===== src/rtl/div_param.sv =====
// div_param: multi-cycle restoring divider, signed or unsigned, WIDTH-bit operands.
//
// One shift-subtract iteration per clock. An accepted start with a non-zero divisor
// delivers its result WIDTH edges later. A zero divisor finishes on the accepting edge.
//
// Ports
//   clock      rising-edge clock
//   reset      synchronous active-high reset
//   start      operation request, sampled only in IDLE or DONE
//   signed_op  1 = two's-complement divide, 0 = unsigned (latched with start)
//   dividend   numerator (latched with start)
//   divisor    denominator (latched with start)
//   busy       high while iterating
//   done       one-cycle pulse, results valid
//   div_zero   latched divisor was zero
//   overflow   signed MIN / -1
//   quotient   registered quotient
//   remainder  registered remainder
module div_param #(
  parameter int unsigned WIDTH = 32
) (
  input  logic             clock,
  input  logic             reset,
  input  logic             start,
  input  logic             signed_op,
  input  logic [WIDTH-1:0] dividend,
  input  logic [WIDTH-1:0] divisor,
  output logic             busy,
  output logic             done,
  output logic             div_zero,
  output logic             overflow,
  output logic [WIDTH-1:0] quotient,
  output logic [WIDTH-1:0] remainder
);

  localparam int unsigned CntW = $clog2(WIDTH + 1);

  typedef enum logic [1:0] {
    StIdle,
    StRun,
    StDone
  } state_e;

  state_e           state_q;
  logic [CntW-1:0]  count_q;
  logic [WIDTH-1:0] rem_q;      // partial remainder (always < divisor magnitude)
  logic [WIDTH-1:0] quo_q;      // dividend bits shift out of the top, quotient bits in at the bottom
  logic [WIDTH-1:0] dsr_q;      // divisor magnitude
  logic             neg_quo_q;
  logic             neg_rem_q;
  logic             ovf_q;

  logic             dvd_neg;
  logic             dsr_neg;
  logic [WIDTH-1:0] dvd_mag;
  logic [WIDTH-1:0] dsr_mag;
  logic             is_ovf;
  logic [WIDTH:0]   shifted;
  logic [WIDTH:0]   diff;
  logic             q_bit;
  logic [WIDTH-1:0] rem_next;
  logic [WIDTH-1:0] quo_next;
  logic [WIDTH-1:0] quo_fix;
  logic [WIDTH-1:0] rem_fix;

  always_comb begin
    dvd_neg = signed_op & dividend[WIDTH-1];
    dsr_neg = signed_op & divisor[WIDTH-1];
    // Negating MIN yields MIN, which is the correct unsigned magnitude 2^(WIDTH-1).
    dvd_mag = dvd_neg ? -dividend : dividend;
    dsr_mag = dsr_neg ? -divisor : divisor;
    is_ovf  = signed_op && (dividend == {1'b1, {(WIDTH - 1) {1'b0}}}) && (divisor == '1);

    // Restoring step on a WIDTH+1-bit partial remainder; borrow-out means restore.
    shifted  = {rem_q, quo_q[WIDTH-1]};
    diff     = shifted - {1'b0, dsr_q};
    q_bit    = ~diff[WIDTH];
    rem_next = q_bit ? diff[WIDTH-1:0] : shifted[WIDTH-1:0];
    quo_next = {quo_q[WIDTH-2:0], q_bit};

    quo_fix  = neg_quo_q ? -quo_next : quo_next;
    rem_fix  = neg_rem_q ? -rem_next : rem_next;
  end

  always_ff @(posedge clock) begin
    if (reset) begin
      state_q   <= StIdle;
      count_q   <= '0;
      rem_q     <= '0;
      quo_q     <= '0;
      dsr_q     <= '0;
      neg_quo_q <= 1'b0;
      neg_rem_q <= 1'b0;
      ovf_q     <= 1'b0;
      busy      <= 1'b0;
      done      <= 1'b0;
      div_zero  <= 1'b0;
      overflow  <= 1'b0;
      quotient  <= '0;
      remainder <= '0;
    end else begin
      done <= 1'b0;
      unique case (state_q)
        StIdle, StDone: begin
          if (start) begin
            div_zero <= 1'b0;
            overflow <= 1'b0;
            if (divisor == '0) begin
              div_zero  <= 1'b1;
              quotient  <= '1;
              remainder <= dividend;
              done      <= 1'b1;
              state_q   <= StDone;
            end else begin
              rem_q     <= '0;
              quo_q     <= dvd_mag;
              dsr_q     <= dsr_mag;
              neg_quo_q <= dvd_neg ^ dsr_neg;
              neg_rem_q <= dvd_neg;
              ovf_q     <= is_ovf;
              count_q   <= CntW'(WIDTH);
              busy      <= 1'b1;
              state_q   <= StRun;
            end
          end else begin
            state_q <= StIdle;
          end
        end
        StRun: begin
          rem_q   <= rem_next;
          quo_q   <= quo_next;
          count_q <= count_q - CntW'(1);
          if (count_q == CntW'(1)) begin
            busy      <= 1'b0;
            done      <= 1'b1;
            overflow  <= ovf_q;
            quotient  <= quo_fix;
            remainder <= rem_fix;
            state_q   <= StDone;
          end
        end
        default: state_q <= StIdle;
      endcase
    end
  end

endmodule


===== config.mk =====
export PLATFORM = sky130hd
export DESIGN_NAME = div_param
export DESIGN_NICKNAME = d
export VERILOG_FILES = /design/src/rtl/div_param.sv
export SDC_FILE = /design/constraint.sdc
export NUM_CORES = 1
export LEC_CHECK = 0
export BUFFER_PORTS_ARGS = -buffer_cell sky130_fd_sc_hd__buf_2
export CAP_MARGIN = 10
export CORE_ASPECT_RATIO = 0.75
export CORE_UTILIZATION = 56
export CTS_BUF_LIST = sky130_fd_sc_hd__clkbuf_2 sky130_fd_sc_hd__clkbuf_4 sky130_fd_sc_hd__clkbuf_8
export DETAILED_ROUTE_END_ITERATION = 10
export MAX_ROUTING_LAYER = met4
export PLACE_DENSITY = 0.87
export RECOVER_POWER = 100
export SLEW_MARGIN = 10
export SYNTH_ARGS = -nofsm -noshare
export SYNTH_HDL_FRONTEND = slang
export SYNTH_SLANG_ARGS = --single-unit

===== constraint.sdc =====
create_clock -name clock -period 5 [get_ports clock]
set_clock_uncertainty 0.1 [all_clocks]
set_input_delay 1.5 -clock clock [delete_from_list [all_inputs] [get_ports clock]]
set_output_delay 1.5 -clock clock [all_outputs]
set_load 0.005 [all_outputs]

# After elaboration in Yosys (flattened, before gate mapping)
# Cells that the tools add are included.
classes:
  addsub: 6
  n_eq_ne: 9
  n_mux: 37
  n_bitwise: 5
  reduce_logical: 12
ops:
  columns: ["op", "count"]
  rows:
  - ["two-way mux 32 bit", 15]
  - ["case mux 32 bit (2 select lines)", 4]
  - ["negator 32 bit", 4]
  - ["equality test 32 bit (second input constant)", 2]
  - ["subtractor 33 x 32 -> 33 bit", 1]
  - ["logical NOT 32 bit", 1]
  - ["two-way mux 6 bit", 2]
  - ["case mux 6 bit (2 select lines)", 1]
  - ["AND reduction 3 bit", 3]
  - ["two-way mux 1 bit", 8]
  - ["inequality test 2 bit (second input constant)", 4]
  - ["AND reduction 4 bit", 2]
  - ["equality test 6 x 1 -> 1 bit (second input constant)", 1]
  - ["two-way mux 2 bit", 3]
  - ["case mux 1 bit (2 select lines)", 3]
  - ["subtractor 6 x 1 -> 6 bit (second input constant)", 1]
  - ["case mux 2 bit (2 select lines)", 1]
  - ["AND 1 bit", 2]
  - ["equality test 2 x 1 -> 1 bit (second input constant)", 1]
  - ["equality test 2 bit (second input constant)", 1]
  - ["logical AND 1 bit", 2]
  - ["logical NOT 2 bit", 1]
  - ["inverter 1 bit", 2]
  - ["AND reduction 2 bit", 1]
  - ["other kinds (3)", 3]
totals:
  ff_bits: 175
  in_bits: 68
  output_inout_bits: 68
  word_cells: 83

# Depth between registers and ports, before layout
# Gate-level depths: netlist of the first run.
depth:
  word_depth: 6
  mapped_depth: 23
  mapped_depth_nobuf: 20

# Least setup slack after synthesis of the first run
# No wires, ideal clock.
synth_path:
  path_type: "register to register"
  startpoint: "register quo_q[31]"
  endpoint: "register remainder[26]"
  setup_ns: 0.095
  arrival_ns: 4.570
  t_required_ns: 4.805
  path_slack_ns: 0.235
  path_stages_with_launch: 23
  path_buffers: 3
  period_less_slack_ns: 4.765
  path_cell_list: "dfxtp_1 inv_1 ha_1 fa_1 nand2b_1 a211oi_2 o2111ai_1 a21oi_1 o21a_1 buf_4 nor2_8 inv_4 buf_4 clkbuf_1 nor2_1 a21oi_1 ha_1 inv_1 o41ai_4 nand2_1 o31ai_2 xnor2_1 a221oi_1"
synth_via:
  elab_chain_len: 6
synth_lines:
  columns: ["item", "line", "source"]
  rows:
  - ["start: declaration", "47", "logic [WIDTH-1:0] quo_q;"]
  - ["start signal: assignment", "116", "quo_q <= dvd_mag;"]
  - ["start signal: assignment", "131", "quo_q <= quo_next;"]
  - ["subtractor 33 x 32 -> 33 bit", "76", "diff = shifted - {1'b0, dsr_q};"]
  - ["two-way mux 32 bit (*)", "78", "rem_next = q_bit ? diff[WIDTH-1:0] : shifted[WIDTH-1:0];"]
  - ["negator 32 bit", "82", "rem_fix = neg_rem_q ? -rem_next : rem_next;"]
  - ["two-way mux 32 bit (*)", "82", null]
  - ["two-way mux 32 bit (*)", "133", "if (count_q == CntW'(1)) begin"]
  - ["case mux 32 bit (2 select lines) (*)", "103", "unique case (state_q)"]
  - ["end signal: assignment", "111", "remainder <= dividend;"]
  - ["end signal: assignment", "138", "remainder <= rem_fix;"]
  - ["end: declaration", "33", "output logic [WIDTH-1:0] remainder"]
# Every way passes the cells marked *; elsewhere a longest branch is shown, timed or not. The select of a mux whose other input is x is not followed.
# A chain may end at the register's enable or synchronous reset.

# Worst setup path after layout of the first run
# Same ends and word-level chain as after synthesis.

==> flow_summary.yaml, run 1 <==
cts:
  cts_setup_buffers: 0
  postCtsResizedCells: 0
  cts_tree: "built"
  clockBufferDepth: 2
  cts_buffers: 17
  cts_sinks: 175
  htreeDepth: 4
  cts-root-buf: "clkbuf_8"
  ctsHoldBuffers: 0
  clk_latency_ns: 0.49
  clk_transition_reported_paths_ns: 0.10
die:
  die_w_um: 172
  fp-row-count: 46
  die_y_um: 129
  die_area_um2: 22200
  core_area_um2: 21100
  io_pins: 136
  start_util_pct: 57.2
detailed_routing:
  wl_um: 36000
  drt_iter0_markers: 1434
  avgViaCountPerCell: 6.40
  drc_errors: 0
  avgRoutedWirePerCell_um: 18.1
  ant_nets: 0
  first_pass_iters: 9
  vias: 12762
logic_synthesis:
  synth_area_leader_cell: "dfxtp_1"
  syn_inst: 1612
  ys_seq_elements: 175
  synthTopCellsByArea: "dfxtp_1, nor2_1, a21oi_1"
  synth_flop_cell: "dfxtp_1"
  yosysTopAreaCellShare_pct: 29.0
  ys_seq_area_share_pct: 29.0
  synth_cell_type_count: 81
  ys_warn_count: 0
  synth-edff-count: 0
  async_flop_share_pct: 0
  syn-cell-area_um2: 12100
  avgSynthCellArea_um2: 7.49
  syn_nets: 1720
setup_path:
  r2r_start: "quo_q[31]"
  crit_type: "flip-flop to flip-flop"
  cp.arrival_ns: 5.00
  path_max_fanout: 11
  slowest_delay_ns: 0.47
  slowest_stage: "o41ai_4"
  critPathLaunchType: "flip-flop"
  startpoint: "quo_q[31]"
  crit_required_ns: 5.28
  critPathCaptureType: "flip-flop"
  cp_cell_sequence: "inv_1 > ha_1 > fa_1 > nand2b_1 > a211oi_2 > o2111ai_2 > a21oi_1 > o21a_1 > nor2_8 > inv_4 > nor2_1 > a21oi_1 > ha_1 > inv_1 > o41ai_4 > nand2_1 > o31ai_2 > xnor2_1 > a221oi_1"
pwr:
  p_seq_share_pct: 30.9
  clkPwrFrac_pct: 20.9
  internal_power_w: 0.00291
  power_leakage_nw: 5.10
  swShare_pct: 44.0
  p_comb_share_pct: 48.2
  p_sw_w: 0.00229
  irDropWorstVdd_mv: 0.264
  power_density_nw_per_um2: 392
placed_design:
  hpwl_um: 26700
  post-place-cells: 1961
  gp_congestion: 0.969
  io_buffers: 135
sta:
  max_freq_mhz: 212
  period_minus_slack_ns: 4.71
  finalSetupTns_ns: 0
  hold_ws_ns: 0.374
  finalHoldViolCount: 0
  fin_crit_sh_pct: 94.2
  worst_slew_pin_slew_ns: 1.11
  rsz0062_at_grt: "no"
  timing.slew.headroom_pct: 25.5
  slew_violations: 0
  setup_viol: 0
grt:
  grt_max_degree: 72
  antenna_found_initial: 0
  overflow: 0
  grt_usage_pct: 33.0
  grt_pass1_wl_um: 56700
  grt_pass1_vias: 11226
layout:
  drive_above_1_share_pct: 10.9
  area_growth_pct: 9.76
  final_cell_mix: "nor2_1, dfxtp_1, nand2_1"
  layout_commonest_cell: "nor2_1"
  n_antenna_cell: 0
  final_cells: 1993
  nets: 1800
run:
  drv_cap: 0
hold_path:
  hold_path.startpoint: "dsr_q[28]"
  hold_path.class: "flip-flop to flip-flop"
status:
  status: "finished, final reports clean"
==> critical path: cells and delay by family (launching register included) <==
family                     cells  cell delay, ns
AOI/OAI and AO/OA              8            2.24
xor gates and xnor gates       1            0.14
adders and majority gates      3            0.87
buffers and inverters          3            0.33
DFF                            1            0.37
and+or+nand+nor                4            0.55
==> state kept, by name, summed over array words and instances, names as in the netlist, 2 cells and up <==
signal and flops:
quo_q 32, quotient 32, remainder 32, count_q 6
rem_q 32, dsr_q 32, state_q 2
==> worst paths after layout <==
check             slack (ns)  cells past startpoint             to
setup / recovery        0.29                     19  remainder[26]
hold / removal          0.37                      2      dsr_q[28]
setup reg to reg        0.29                     19  remainder[26]
hold reg to reg         0.37                      2      dsr_q[28]
==> layer usage <==
metal	wire length, µm	track usage [%]	up-vias
li1	-	-	6012
met1	15800	44.6	5946
met2	15500	48.8	713
met3	3730	6.99	91
met4	901	10.3	0
met5	0	-	-
==> area by class of cell <==
type	instances	area [µm²]
Inverter	55	209
Tap cell	288	360
Clock inverter	15	184
Fill cell	1873	7870
Multi-Input combinational cell	1271	7850
Clock buffer	17	234
Timing Repair Buffer	172	920
Sequential cell	175	3500
==> cell usage after synthesis, types with 6 or more instances <==
library cell and number:
and2_1 8, or4_1 10, o22a_1 8, ha_1 39, o21ai_1 7, nor4_1 15
o21ai_0 66, a311oi_1 16, nand4_1 19, o21a_1 10, buf_6 7, mux2i_1 23
buf_4 9, or3_1 17, nand2_1 159, o41ai_1 12, and3_1 13, a211oi_1 66
a2111oi_0 6, o211ai_1 22, clkbuf_1 70, buf_2 21, a21oi_1 126, nor2_1 239
a31oi_1 40, nor2b_1 6, nor3_1 38, nand3_1 39, xnor2_1 59, o221ai_1 10
dfxtp_1 175, o22ai_1 10, nand2b_1 9, inv_1 54, xor2_1 65, a21o_1 11
o31ai_1 21
==> per-stage QoR <==
step                power (W)  setup WS (ns)  utilization [%]  area (µm²)
detailed placement    0.00405          0.187             61.2       12900
finish                0.00520          0.288             62.8       13300
CTS                   0.00512          0.388             63.2       13300
floorplan             0.00341          0.235                -       12100
global placement      0.00399          0.305             61.2       12900
global route          0.00549         0.0181             62.8       13300
==> logic make-up after synthesis <==
group | Yosys count | synth area share (%)
buffers and inverters | 166 | 6.11
XOR/XNOR | 124 | 8.99
AND/OR/NAND/NOR | 603 | 23.0
AO/OA/AOI/OAI | 477 | 26.4
flip-flops | 175 | 29.0
multiplexers | 27 | 2.28
adder cells (fa/ha/maj) | 40 | 4.21
==> power by group through the flow <==
| stage | clock network, W | registers [W] | logic, W |
|---|---|---|---|
| 3_5_place_dp | 0 | 0.00163 | 0.00242 |
| 3_3_place_gp | 0 | 0.00163 | 0.00236 |
| 2_1_floorplan | 0 | 0.00159 | 0.00182 |
| 4_1_cts | 0.00109 | 0.00160 | 0.00244 |
| 6_report | 0.00109 | 0.00161 | 0.00251 |
| 5_1_grt | 0.00115 | 0.00162 | 0.00273 |
(Power assumes the default switching activity.)
==> run 2: changes to the inputs <==
ABC_AREA = 1   (was default)
==> run 2 against run 1 <==
The flow now finishes with violations (max-capacitance violations, max-slew violations). Die area is 6.6% higher. Register-to-register slack hardly changed. Count of clock-buffer cells in the layout is 1 higher. Global-route usage is 7.1 points higher. Synthesized area is 6.7% higher. Hold slack worse by 0.010 ns. Cell count is 26% higher. Wire length is 27% higher. Non-clock buffer count is 17 lower. Critical path depth is 5 higher.
==> flow_summary.yaml, run 2 <==
status:
  status: "complete, but fails checks"
  violations: "max-capacitance violations, max-slew violations"
setup_path:
  r2r_end: "remainder[18]"
  critPathLaunchType: "flip-flop"
  critPathCaptureType: "flip-flop"
  crit_type: "flip-flop to flip-flop"
  slowest_stage: "o21ai_0"
  cp_cell_sequence: "inv_1 > ha_1 > fa_1 > inv_1 > nand2_1 > nand2_1 > nand3_1 > nand2_2 > nand2_2 > nand2_2 > nand2_4 > nand3_4 > nand2_4 > o21ai_0 > ha_1 > nand3_1 > nor2_1 > nand2_2 > nor2_4 > nand2_1 > nand2_1 > nand3_1 > nand3_1 > a21oi_1"
  slowest_delay_ns: 0.60
  crit_required_ns: 5.24
  cp.arrival_ns: 4.96
  reg2reg_setup_slack_ns: 0.28
  path_max_fanout: 41
  r2r_start: "quo_q[31]"
  reg2regPathDepth: 24
detailed_routing:
  avgRoutedWirePerCell_um: 18.1
  wl_um: 45600
  avgViaCountPerCell: 5.86
  drc_errors: 0
  ant_nets: 0
  vias: 14740
  drt_iter0_markers: 2052
  first_pass_iters: 6
placed_design:
  hpwl_um: 35400
  dpl_cell_area_um2: 13800
  io_buffers: 135
  gp_congestion: 1.00
sta:
  rsz0062_at_grt: "no"
  slew_violations: 96
  timing.slew.headroom_pct: -81.9
  max_freq_mhz: 212
  period_minus_slack_ns: 4.72
  hold_ws_ns: 0.364
  worst_slew_pin_slew_ns: 2.73
  finalSetupTns_ns: 0
  setup_viol: 0
  fin_crit_sh_pct: 94.4
  finalHoldViolCount: 0
hold_path:
  min_path_cells: 2
  hold_path.class: "flip-flop to flip-flop"
  whs_endpoint: "quotient[27]"
  hold_path.startpoint: "quotient[27]"
logic_synthesis:
  syn_inst: 2114
  ys_seq_elements: 175
  yosys.cell_count.top_type: "nand2_1"
  yosys-top-cells-count: "nand2_1, inv_1, nor2_1, a21oi_1, dfxtp_1"
  async_flop_share_pct: 0
  synth_area_leader_cell: "dfxtp_1"
  synthTopCellsByArea: "dfxtp_1, nand2_1, inv_1"
  syn-cell-area_um2: 12900
  synth_cell_type_count: 55
  avgSynthCellArea_um2: 6.09
  ys_seq_area_share_pct: 27.2
  synth_flop_cell: "dfxtp_1"
  ys_warn_count: 0
  yosysTopAreaCellShare_pct: 27.2
  syn_nets: 2222
  synth-edff-count: 0
layout:
  area_growth_pct: 9.08
  nets: 2315
  final_cell_mix: "nand2_1, inv_1, nor2_1"
  final_cell_area_um2: 14100
  fin_util_pct: 63.1
  layout_commonest_cell: "nand2_1"
  drive_above_1_share_pct: 10.4
grt:
  grt_pass1_wl_um: 70600
  grt_usage_pct: 40.1
  antenna_found_initial: 2
  overflow: 0
  grt_max_degree: 89
  grt_pass1_vias: 12868
die:
  die_y_um: 133
  start_util_pct: 57.8
  fp-row-count: 47
  io_pins: 136
  die_w_um: 177
  core_area_um2: 22300
  die_area_um2: 23600
cts:
  cts_buffers: 17
  cts_tree: "built"
  clk_transition_reported_paths_ns: 0.10
  clockBufferDepth: 2
  cts-root-buf: "clkbuf_8"
  cts_sinks: 175
  htreeDepth: 4
  cts_setup_buffers: 0
  clk_latency_ns: 0.50
run:
  drv_cap: 2
## run 2: cell types whose count changed in the layout (fill, tap and decap cells not counted), moves of 53 or more
cell,change
inv_1,+230
nand2_1,+342
nand3_1,+82
o21ai_0,+99
a211oi_1,-53
a21oi_1,+60
## run 2: cells by family after synthesis
group	synth area share, %
fa+ha+maj	3.94
simple gates	34.3
buf+inv	11.5
compound gates	19.3
xor+xnor	3.81
flops	27.2
## run 2: worst max-delay path by stage
stage | depth (start not counted) | end | startpoint
6_report | 24 | remainder[18] | quo_q[31]
5_1_grt | 27 | quotient[30] | quo_q[31]
4_1_cts | 28 | quotient[28] | quo_q[31]
3_5_place_dp | 28 | quotient[28] | quo_q[31]
3_3_place_gp | 16 | count_q[4] | divisor[0]
2_1_floorplan | 31 | quotient[28] | quo_q[31]
## run 2: layout make-up
| cell class | instances | area, µm² |
|---|---|---|
| Fill cell | 2203 | 8230 |
| Multi-Input combinational cell | 1558 | 7890 |
| Sequential cell | 175 | 3500 |
| Inverter | 300 | 1130 |
| Timing Repair Buffer | 155 | 768 |
| Tap cell | 294 | 368 |
| Clock buffer | 18 | 248 |
| Clock inverter | 14 | 148 |
| Antenna cell | 2 | 5.00 |
## run 2: metrics by stage
stage	worst slack [ns]	cells
6_report	0.278	2516
5_1_grt	0.0110	2516
4_1_cts	0.357	2514
3_5_place_dp	0.372	2482
3_3_place_gp	0.497	2482
2_1_floorplan	0.942	2114
## run 2: critical path: cells and delay by family (launching register included)
family          cells  cell delay, ns
compound gates      2            0.69
fa+ha+maj           3            0.95
buf+inv             2            0.17
flops               1            0.38
simple gates       17            2.29
## run 2: what timing repair did
item                                    4_1_cts  5_1_grt
endpoints found under the setup margin        0        2
hold buffers                                  0        0
resized for setup                             0        2
## run 2: routing by layer
layer	GRT usage, %	vias up	wire [µm]
met5	-	-	0
met4	11.4	0	1160
met3	9.25	91	5700
met2	55.0	919	18300
met1	57.6	6664	20500
li1	-	7066	-
Power of run 2 is not shown: default switching activity piles up to over one toggle a cycle in this logic, so the estimate is an artifact.
